### src/rtl/uart_led_ctl_pkg.sv
// Shared types and constants for the UART LED controller: FSM states, LED modes,
// the frame sync byte and the command opcodes.
package uart_led_ctl_pkg;

  typedef enum logic [2:0] {
    S_IDLE     = 3'd0,
    S_GET_CMD  = 3'd1,
    S_GET_DATA = 3'd2,
    S_GET_CHK  = 3'd3,
    S_EXEC     = 3'd4
  } state_e;

  typedef enum logic [1:0] {
    MODE_OFF    = 2'd0,
    MODE_STATIC = 2'd1,
    MODE_BLINK  = 2'd2,
    MODE_ROTATE = 2'd3
  } mode_e;

  localparam logic [7:0] SYNC_BYTE = 8'hA5;
  localparam logic [7:0] OP_OFF    = 8'h00;
  localparam logic [7:0] OP_SET    = 8'h01;
  localparam logic [7:0] OP_BLINK  = 8'h02;
  localparam logic [7:0] OP_ROTATE = 8'h03;

  function automatic logic cmd_valid(input logic [7:0] cmd);
    return cmd <= OP_ROTATE;
  endfunction

  function automatic mode_e cmd_to_mode(input logic [7:0] cmd);
    case (cmd)
      OP_OFF:    return MODE_OFF;
      OP_SET:    return MODE_STATIC;
      OP_BLINK:  return MODE_BLINK;
      OP_ROTATE: return MODE_ROTATE;
      default:   return MODE_OFF;
    endcase
  endfunction

endpackage

### src/rtl/uart_led_ctl_led_pattern_gen.sv
// LED pattern engine: holds the current mode, the loaded DATA byte and the tick
// counter; steps blink/rotate patterns once every TICK_CYC cycles.
module led_pattern_gen
  import uart_led_ctl_pkg::*;
#(
  parameter int TICK_CYC = 50_000_000
) (
  input  logic       clk,
  input  logic       rst_n,
  input  logic       load,
  input  logic [1:0] mode,
  input  logic [7:0] data,
  output logic [7:0] led
);

  localparam int TW = (TICK_CYC > 1) ? $clog2(TICK_CYC) : 1;
  localparam logic [TW-1:0] TICK_LAST = TW'(TICK_CYC - 1);

  mode_e         mode_r;
  logic [TW-1:0] tick;
  logic [7:0]    base;

  always_ff @(posedge clk or negedge rst_n) begin
    if (!rst_n) begin
      mode_r <= MODE_OFF;
      tick   <= '0;
      base   <= 8'h00;
      led    <= 8'h00;
    end else if (load) begin
      mode_r <= mode_e'(mode);
      tick   <= '0;
      base   <= data;
      led    <= (mode_e'(mode) == MODE_OFF) ? 8'h00 : data;
    end else if (tick == TICK_LAST) begin
      tick <= '0;
      // Blink toggles between base and zero by XOR-ing the base back in.
      case (mode_r)
        MODE_BLINK:  led <= led ^ base;
        MODE_ROTATE: led <= {led[6:0], led[7]};
        default:     led <= led;
      endcase
    end else begin
      tick <= tick + 1'b1;
    end
  end

endmodule

### src/rtl/uart_led_ctl.sv
// UART LED controller: parses SYNC/CMD/DATA[/CHK] frames and drives LED patterns.
// Define UART_LED_CTL_CHKSUM_EN to require the trailing CHK byte (CMD xor DATA).
module uart_led_ctl
  import uart_led_ctl_pkg::*;
#(
  parameter int CLK_FREQ_HZ = 200_000_000,
  parameter int TIMEOUT_CYC = 2_000_000,
  parameter int TICK_CYC    = 50_000_000
) (
  input  logic       clk_rx,
  input  logic       rst_clk_rx_n,
  input  logic [7:0] rx_data,
  input  logic       rx_data_rdy,
  output logic [7:0] led_o,
  output logic       frm_err_o,
  output logic       busy_o,
  output logic [2:0] fsm_state
);

  // Handshake: rx_data is consumed in exactly the cycle rx_data_rdy is high;
  // there is no back-pressure, every strobe is evaluated by the FSM.

  if (CLK_FREQ_HZ < 1 || TIMEOUT_CYC < 2 || TICK_CYC < 1) begin : g_bad_cfg
    $error("uart_led_ctl: invalid parameter set");
  end

  localparam int TMW = $clog2(TIMEOUT_CYC + 1);
  localparam logic [TMW-1:0] TIMER_LAST = TMW'(TIMEOUT_CYC - 1);

  state_e         state;
  logic [7:0]     cmd;
  logic [7:0]     data;
  logic [TMW-1:0] timer;
  logic           load;
  logic           timeout;

  assign timeout   = (timer == TIMER_LAST);
  assign fsm_state = state;

  always_ff @(posedge clk_rx or negedge rst_clk_rx_n) begin
    if (!rst_clk_rx_n) begin
      state     <= S_IDLE;
      cmd       <= 8'h00;
      data      <= 8'h00;
      timer     <= '0;
      load      <= 1'b0;
      frm_err_o <= 1'b0;
      busy_o    <= 1'b0;
    end else begin
      load      <= 1'b0;
      frm_err_o <= 1'b0;
      // busy_o mirrors "in a GET_* state", so it also gates the timer.
      if (rx_data_rdy || !busy_o) timer <= '0;
      else                        timer <= timer + 1'b1;

      case (state)
        S_IDLE, S_EXEC: begin
          if (rx_data_rdy && rx_data == SYNC_BYTE) begin
            state  <= S_GET_CMD;
            busy_o <= 1'b1;
          end else begin
            state  <= S_IDLE;
            busy_o <= 1'b0;
          end
        end
        S_GET_CMD: begin
          if (rx_data_rdy) begin
            cmd   <= rx_data;
            state <= S_GET_DATA;
          end else if (timeout) begin
            state     <= S_IDLE;
            busy_o    <= 1'b0;
            frm_err_o <= 1'b1;
          end
        end
        S_GET_DATA: begin
          if (rx_data_rdy) begin
            data <= rx_data;
`ifdef UART_LED_CTL_CHKSUM_EN
            state <= S_GET_CHK;
`else
            busy_o <= 1'b0;
            if (cmd_valid(cmd)) begin
              state <= S_EXEC;
              load  <= 1'b1;
            end else begin
              state     <= S_IDLE;
              frm_err_o <= 1'b1;
            end
`endif
          end else if (timeout) begin
            state     <= S_IDLE;
            busy_o    <= 1'b0;
            frm_err_o <= 1'b1;
          end
        end
`ifdef UART_LED_CTL_CHKSUM_EN
        S_GET_CHK: begin
          if (rx_data_rdy) begin
            busy_o <= 1'b0;
            if (rx_data == (cmd ^ data) && cmd_valid(cmd)) begin
              state <= S_EXEC;
              load  <= 1'b1;
            end else begin
              state     <= S_IDLE;
              frm_err_o <= 1'b1;
            end
          end else if (timeout) begin
            state     <= S_IDLE;
            busy_o    <= 1'b0;
            frm_err_o <= 1'b1;
          end
        end
`endif
        default: begin
          state  <= S_IDLE;
          busy_o <= 1'b0;
        end
      endcase
    end
  end

  led_pattern_gen #(
    .TICK_CYC(TICK_CYC)
  ) u_pattern (
    .clk  (clk_rx),
    .rst_n(rst_clk_rx_n),
    .load (load),
    .mode (cmd_to_mode(cmd)),
    .data (data),
    .led  (led_o)
  );

endmodule

### config.mk
export PLATFORM = sky130hd
export DESIGN_NAME = uart_led_ctl
export DESIGN_NICKNAME = d
export VERILOG_FILES = /design/src/rtl/uart_led_ctl_pkg.sv /design/src/rtl/uart_led_ctl_led_pattern_gen.sv /design/src/rtl/uart_led_ctl.sv
export SDC_FILE = /design/constraint.sdc
export NUM_CORES = 1
export LEC_CHECK = 0
export ABC_AREA = 1
export BUFFER_PORTS_ARGS = -buffer_cell sky130_fd_sc_hd__buf_2
export CAP_MARGIN = 25
export CORE_MARGIN = 2
export CORE_UTILIZATION = 25
export DETAILED_ROUTE_END_ITERATION = 12
export PLACE_DENSITY = 0.5
export SLEW_MARGIN = 10
export SYNTH_ARGS = -nofsm -noshare
export SYNTH_HDL_FRONTEND = slang
export SYNTH_HIERARCHICAL = 1
export SYNTH_SLANG_ARGS = --single-unit
### constraint.sdc
create_clock -name clk_rx -period 1.7 [get_ports clk_rx]
set_input_delay 0.085 -clock clk_rx [delete_from_list [all_inputs] [get_ports clk_rx]]
set_output_delay 0.085 -clock clk_rx [all_outputs]
set_load 0.02 [all_outputs]
==> metrics.txt, run 1 <==
total die area 19,580 um^2; initial core utilization 0.2562; reg2reg setup slack about 0.13 ns; GR Overflow Total 0; number of global-route vias before repair 3,752; status completed; Synth top cells by count 185 x nand2_1, 121 x nor2_1, 87 x dfrtp_1; row count between 40 and 50; pin count of the biggest net entering global routing 37; Worst R2R Start u_pattern/tick[0]; Setup violations, final 0; crit-path cells ha_1 -> inv_2 -> nor2_4 -> nand2_1 -> nor2_2 -> nand2_1 -> nand2_4 -> buf_4 -> nor2_1; final hold vios 0; Synth Area in Adders 0.005419; Post-synth top flop dfrtp_1; Hold Slack 0.03399 ns; Yosys cell types 33; via density per instance roughly 4.4; Fmax 636.0 MHz; CTS Sinks 87; Placed Cells incl. Taps 891; drt pass-1 iters 4; Slew Limit Fails 0; Die Wd 139.9 um; WS Path Type register to register; r2r worst-path depth 9; area leader, netlist dfrtp_1; area share of and/or/nand/nor cells after synthesis 0.3557; ant diodes 0; mux cell area share after synthesis 0; hold wc startpoint rx_data[4]; count leader, synth nand2_1; main combinational cell family by area after synthesis simple AND/OR/NAND/NOR gates; EDFF count, synth 0; Arrival @ worst endpoint 1.81 ns; Core Area about 18,000 um^2; number of synthesized register bits 87; YS warnings 6; critical path's slowest cell dfrtp_1; initial antenna violation count 0; drt wl/cell 12.14 um; FF-to-FF End u_pattern/tick[14]; async set or reset register ratio after synthesis 1.000; Final Cell Area 5403 um^2; setup TNS 0 ns; share of the synthesized area in the top cell type 0.4714; Hold Path Sink data[4]; Mapped Avg Cell Area 7.307 um^2; global-route wire length before repair 18,780 um; CTS max path bufs 2; Cells after Synth between 600 and 700; Worst Hold Class input pin to register; final WL 11,010 um; synthesized cell area 4618 um^2; Worst Hold Depth 3; worst path required time 1.94 ns; Slew headroom 0.6963; Seq/Total Area, Yosys 0.4714; VDD IR-drop max 484.1 uV; DRC marker count from the first detailed-route iteration around 300; Tmin final 1.572 ns; htree depth 3; syn_nets about 650; I/O Buffers 23; CTS Buf Count 9; P_leak roughly 2.4 nW; unrepaired setup endpoints after global routing no; post-route ant nets 0; CP startpoint kind register; Max Cap Viol 0; Worst path max stage delay about 0.38 ns; area growth from synthesis to final layout 16.99%; GRT Total Usage 0.1187; Fill cells 2,008; DRC viols 0; Finished Layout Cells 907; CTS tree built; CP most frequent cell nand2_1; I/O pins 24; GPL Wtd Cong 0.8218; dpl cell area just over 5000 um^2; worst clock skew 0.006912 ns; die height 139.9 um; post-detail-place hpwl 8024 um; measured slew at the worst slew-check pin 0.4550 ns; synth top area cells dfrtp_1 47%, nand2_1 15%, nor2_1 9.8%; Clock Latency Late Sink 0.35 ns; clock root cell clkbuf_16; CTS clk-pin slew, worst paths 0.06 ns; via count approximately 4,000; ratio of cells with drive above 1 in the final layout 0.1180; Cell Pwr Density 868.2 nW/um^2; Synth Area in Compound Gates 0.06773; CP Capture Type register; Synth Area in XOR/XNOR 0.02845; nets a little under 700; final cycle utilization of the critical path 0.9248; CP max FO 10
worst max-delay path by stage:
stage,startpoint,to,slack (ns),depth (start not counted)
floorplan,u_pattern/tick[0],u_pattern/tick[23],0.23,8
global placement,u_pattern/tick[6],u_pattern/tick[21],0.1,7
detailed placement,u_pattern/tick[0],u_pattern/led[4],0.13,10
CTS,u_pattern/tick[0],u_pattern/led[4],0.11,10
global route,u_pattern/tick[0],u_pattern/tick[12],0.008,9
finish,u_pattern/tick[0],u_pattern/tick[14],0.13,9
flip-flops by register name, summed over array words and instances (netlist names), 2 cells and up:
| name | flops |
|---|---|
| cmd | 8 |
| u_pattern/mode_r | 2 |
| fsm_state | 3 |
| data | 8 |
| u_pattern/tick | 26 |
| u_pattern/led | 8 |
| timer | 21 |
| u_pattern/base | 8 |
stage by stage:
| stage | worst slack, ns | total power [mW] | util |
|---|---|---|---|
| CTS | 0.1091 | 4.768 | 0.2993 |
| global route | 0.008371 | 4.955 | 0.2997 |
| global placement | 0.09686 | 2.792 | 0.2832 |
| detailed placement | 0.1282 | 2.793 | 0.2832 |
| finish | 0.1278 | 4.691 | 0.2997 |
| floorplan | 0.2321 | 2.587 | - |
cells by family after synthesis:
| family | Yosys count |
|---|---|
| AOI/OAI and AO/OA | 61 |
| xor gates and xnor gates | 15 |
| adders and majority gates | 2 |
| buffers and inverters | 81 |
| DFF | 87 |
| and+or+nand+nor | 386 |
repair_timing:
| item | 4_1_cts | 5_1_grt |
|---|---|---|
| setup buffers | 0 | 0 |
| hold buffers | 1 | 0 |
| endpoints found under the hold margin | 26 | 0 |
| endpoints found under the setup margin | 0 | 9 |
| gates resized for setup | 0 | 2 |
cells in the final DEF (no fill, tap or decap), drive strengths merged, types with 3 or more instances in the layout:
master,synthesis,final
nand2,191,191
nor2,134,134
dfrtp,87,87
inv,72,72
nand3,43,43
buf,7,38
o21ai,37,37
a21oi,20,20
clkbuf,1,11
xor2,10,10
nor3,6,6
nand4,5,5
xnor2,5,5
clkinv,1,3
worst max-delay path: cells and delay by family (launching register included):
| family | cells | cell delay (ns) |
|---|---|---|
| flip-flops | 1 | 0.38 |
| AND/OR/NAND/NOR | 6 | 0.63 |
| buffers and inverters | 2 | 0.26 |
| adder cells (fa/ha/maj) | 1 | 0.19 |
power by group:
part	leakage [nW]	switching [mW]	internal, mW
Combinational	1.11	0.288	0.198
Clock	0.135	0.812	1.13
Sequential	1.20	0.0925	2.17
routing by layer:
layer / routed length (um) / part of all wire / global-route usage / vias to the layer above
met5: 0 / 0 / 0 / -
met4: 159 / 0.014 / 0.03105 / 0
met3: 463 / 0.042 / 0.03590 / 14
met2: 4832 / 0.44 / 0.1784 / 68
met1: 5559 / 0.50 / 0.1668 / 1810
li1: - / - / - / 2065
layout make-up:
class / count / area (um^2) / share of cell area
Inverter: 73 / 274.0 / 0.05072
Tap cell: 229 / 286.5 / 0.05303
Clock inverter: 4 / 47.55 / 0.008800
Clock buffer: 11 / 232.7 / 0.04308
Timing Repair Buffer: 39 / 265.3 / 0.04910
Sequential cell: 87 / 2177 / 0.4030
Multi-Input combinational cell: 464 / 2120 / 0.3923
No activity file was read; power rests on OpenSTA's default activity.
==> run 2, diff against run 1 <==
clock period = 1.75 ns   (was 1.7 ns; I/O delays follow)
==> metrics.txt, run 2 (synthesized netlist as in run 1, its figures left out) <==
Setup violations, final 0 (unchanged); GRT Total Usage 0.1182 (-0.0005431); GR peak layer met2; status completed; via count 3,892 (-1.6%); htree depth 3 (unchanged); Max Cap Viol 0 (unchanged); worst clock skew 0.007618 ns (+0.0007054 ns); DRC marker count from the first detailed-route iteration 265 (-10%); initial antenna violation count 0 (unchanged); unrepaired setup endpoints after global routing no; worst path required time 1.99 ns (+0.05 ns); Worst Hold Class input pin to register; I/O Buffers 23 (unchanged); die height 139.9 um (unchanged); Arrival @ worst endpoint 1.82 ns (about the same); nets 686 (-0.15%); critical path's slowest cell dfrtp_1; Largest register FFs 26 (unchanged); Cell Pwr Density 844.9 nW/um^2 (-2.7%); Hold Slack 0.02433 ns (-0.009665 ns); final cycle utilization of the critical path 0.9061 (-0.01870); area growth from synthesis to final layout 16.39%; CTS Buf Count 9 (unchanged); Fill cells 1,998 (-0.50%); total die area 19,580 um^2 (unchanged); CP most frequent cell nor2_1; Worst path max stage delay 0.41 ns (+0.03 ns); initial core utilization 0.2562 (unchanged); I/O pins 24 (unchanged); drt pass-1 iters 4 (unchanged); pin count of the biggest net entering global routing 36 (-2.7%); number of global-route vias before repair 3,821 (+1.8%); drt wl/cell 12.05 um (-0.75%); VDD IR-drop max 469.9 uV (-2.9%); Fmax 630.6 MHz (-0.85%); row count 49 (unchanged); met2 Usage GRT 0.1800 (+0.001540); Final WS setup 0.1643 ns (+0.03648 ns); grt met3 use 0.03248 (-0.003419); Core Area 18,020 um^2 (unchanged); P_leak 2.418 nW (-1.1%); Util after Layout 0.2982 (-0.001527); CP startpoint kind register; CP max FO 5 (-5); ant diodes 0 (unchanged); post-CTS setup buffer count 0 (unchanged); Tmin final 1.586 ns (+0.01352 ns); Regs by FF count u_pattern/tick (26), timer (21); most common cell after layout, fill and taps aside nand2_1; CP Capture Type register; most frequent cells in the layout 185 x nand2_1, 121 x nor2_1, 87 x dfrtp_1, 69 x inv_1, 40 x nand3_1; Slew headroom 0.6717 (-0.02467); global-route wire length before repair 18,730 um (-0.26%); storage element area 2177 um^2 (unchanged); clock root cell clkbuf_16; CTS clk-pin slew, worst paths 0.06 ns (about the same); CTS Sinks 87 (unchanged); Worst Hold Depth 3 (unchanged); crit-path cells nand2_1 -> nor2_1 -> nand3_1 -> nor2_1 -> nand3_1 -> nand2_1 -> nor2_1; DP Worst Slack 0.1666 ns (+0.03845 ns); Die Wd 139.9 um (unchanged); CTS max path bufs 2 (unchanged); via density per instance 4.301 (-1.4%); Clock Latency Late Sink 0.35 ns (about the same); CTS tree built; ratio of cells with drive above 1 in the final layout 0.1169 (-0.001130); area of the multi-input gates 2115 um^2 (-0.24%); met1 Use GR 0.1652 (-0.001651); post-detail-place hpwl 8167 um (+1.8%); r2r worst-path depth 7 (-2); Slew Limit Fails 0 (unchanged); final hold vios 0 (unchanged); measured slew at the worst slew-check pin 0.4925 ns (+0.03750 ns); setup TNS 0 ns (unchanged); final WL 10,910 um (-0.97%); GR Overflow Total 0 (unchanged); GPL Wtd Cong 0.8120 (-1.2%); post-route ant nets 0 (unchanged); WS Path Type register to register; DRC viols 0 (unchanged); Power Total 4.542 mW (-3.2%); Largest Register u_pattern/tick
==> run 2: cell types whose count changed in the layout (fill, tap and decap cells not counted) <==
cell,previous run,this run
buf_12,2,1
clkbuf_1,2,1
clkinvlp_4,1,0
nand2_4,2,1
clkinv_4,0,1
nor2_1,120,121
nand2_2,4,5
ha_2,0,1
nor2_2,11,10
ha_1,2,1
==> run 2: routing by layer <==
metal | vias up | share of wire | wire length (um)
met3 | 11 | 0.042 | 461
met1 | 1776 | 0.51 | 5575
met2 | 53 | 0.43 | 4710
met5 | - | 0 | 0
li1 | 2052 | - | -
met4 | 0 | 0.015 | 159
==> run 2: power breakdown <==
group          total (mW)  switching [mW]  internal (mW)
Sequential           2.20          0.0872           2.11
Clock                1.87           0.785           1.09
Combinational       0.471           0.280          0.191
Total                4.54            1.15           3.39
==> run 2: repair_timing <==
| action | CTS | global route |
|---|---|---|
| resized for setup | 0 | 1 |
| endpoints found under the hold margin | 32 | 0 |
| hold buffers | 1 | 0 |
| setup endpoints to repair | 0 | 1 |
==> run 2: final timing paths <==
| check | from | end | slack, ns |
|---|---|---|---|
| max in group asynchronous | rst_clk_rx_n | fsm_state[1] | 0.95 |
| worst max-delay path | u_pattern/tick[6] | u_pattern/tick[21] | 0.16 |
| min in group asynchronous | rst_clk_rx_n | timer[20] | 0.23 |
| worst min-delay path | rx_data[4] | data[4] | 0.02 |
| worst max register to register | u_pattern/tick[6] | u_pattern/tick[21] | 0.16 |
| worst min register to register | u_pattern/tick[0] | u_pattern/tick[0] | 0.46 |
==> run 2: cell type report <==
| class | count | share of cell area |
|---|---|---|
| Clock buffer | 10 | 0.04260 |
| Clock inverter | 4 | 0.009078 |
| Inverter | 73 | 0.05098 |
| Multi-Input combinational cell | 464 | 0.3934 |
| Sequential cell | 87 | 0.4050 |
| Tap cell | 229 | 0.05331 |
| Timing Repair Buffer | 38 | 0.04562 |
==> run 2: through the flow <==
| step | area (um^2) | std cells |
|---|---|---|
| after floorplan | 4618 | 632 |
| after global placement | 5085 | 890 |
| after detailed placement | 5085 | 890 |
| after CTS | 5373 | 905 |
| after global routing | 5375 | 905 |
| final | 5375 | 905 |
==> run 2: worst max-delay path: cells and delay by family (launching register included) <==
kind             cells  cell delay (ns)
DFF                  1             0.41
and+or+nand+nor      7             1.07
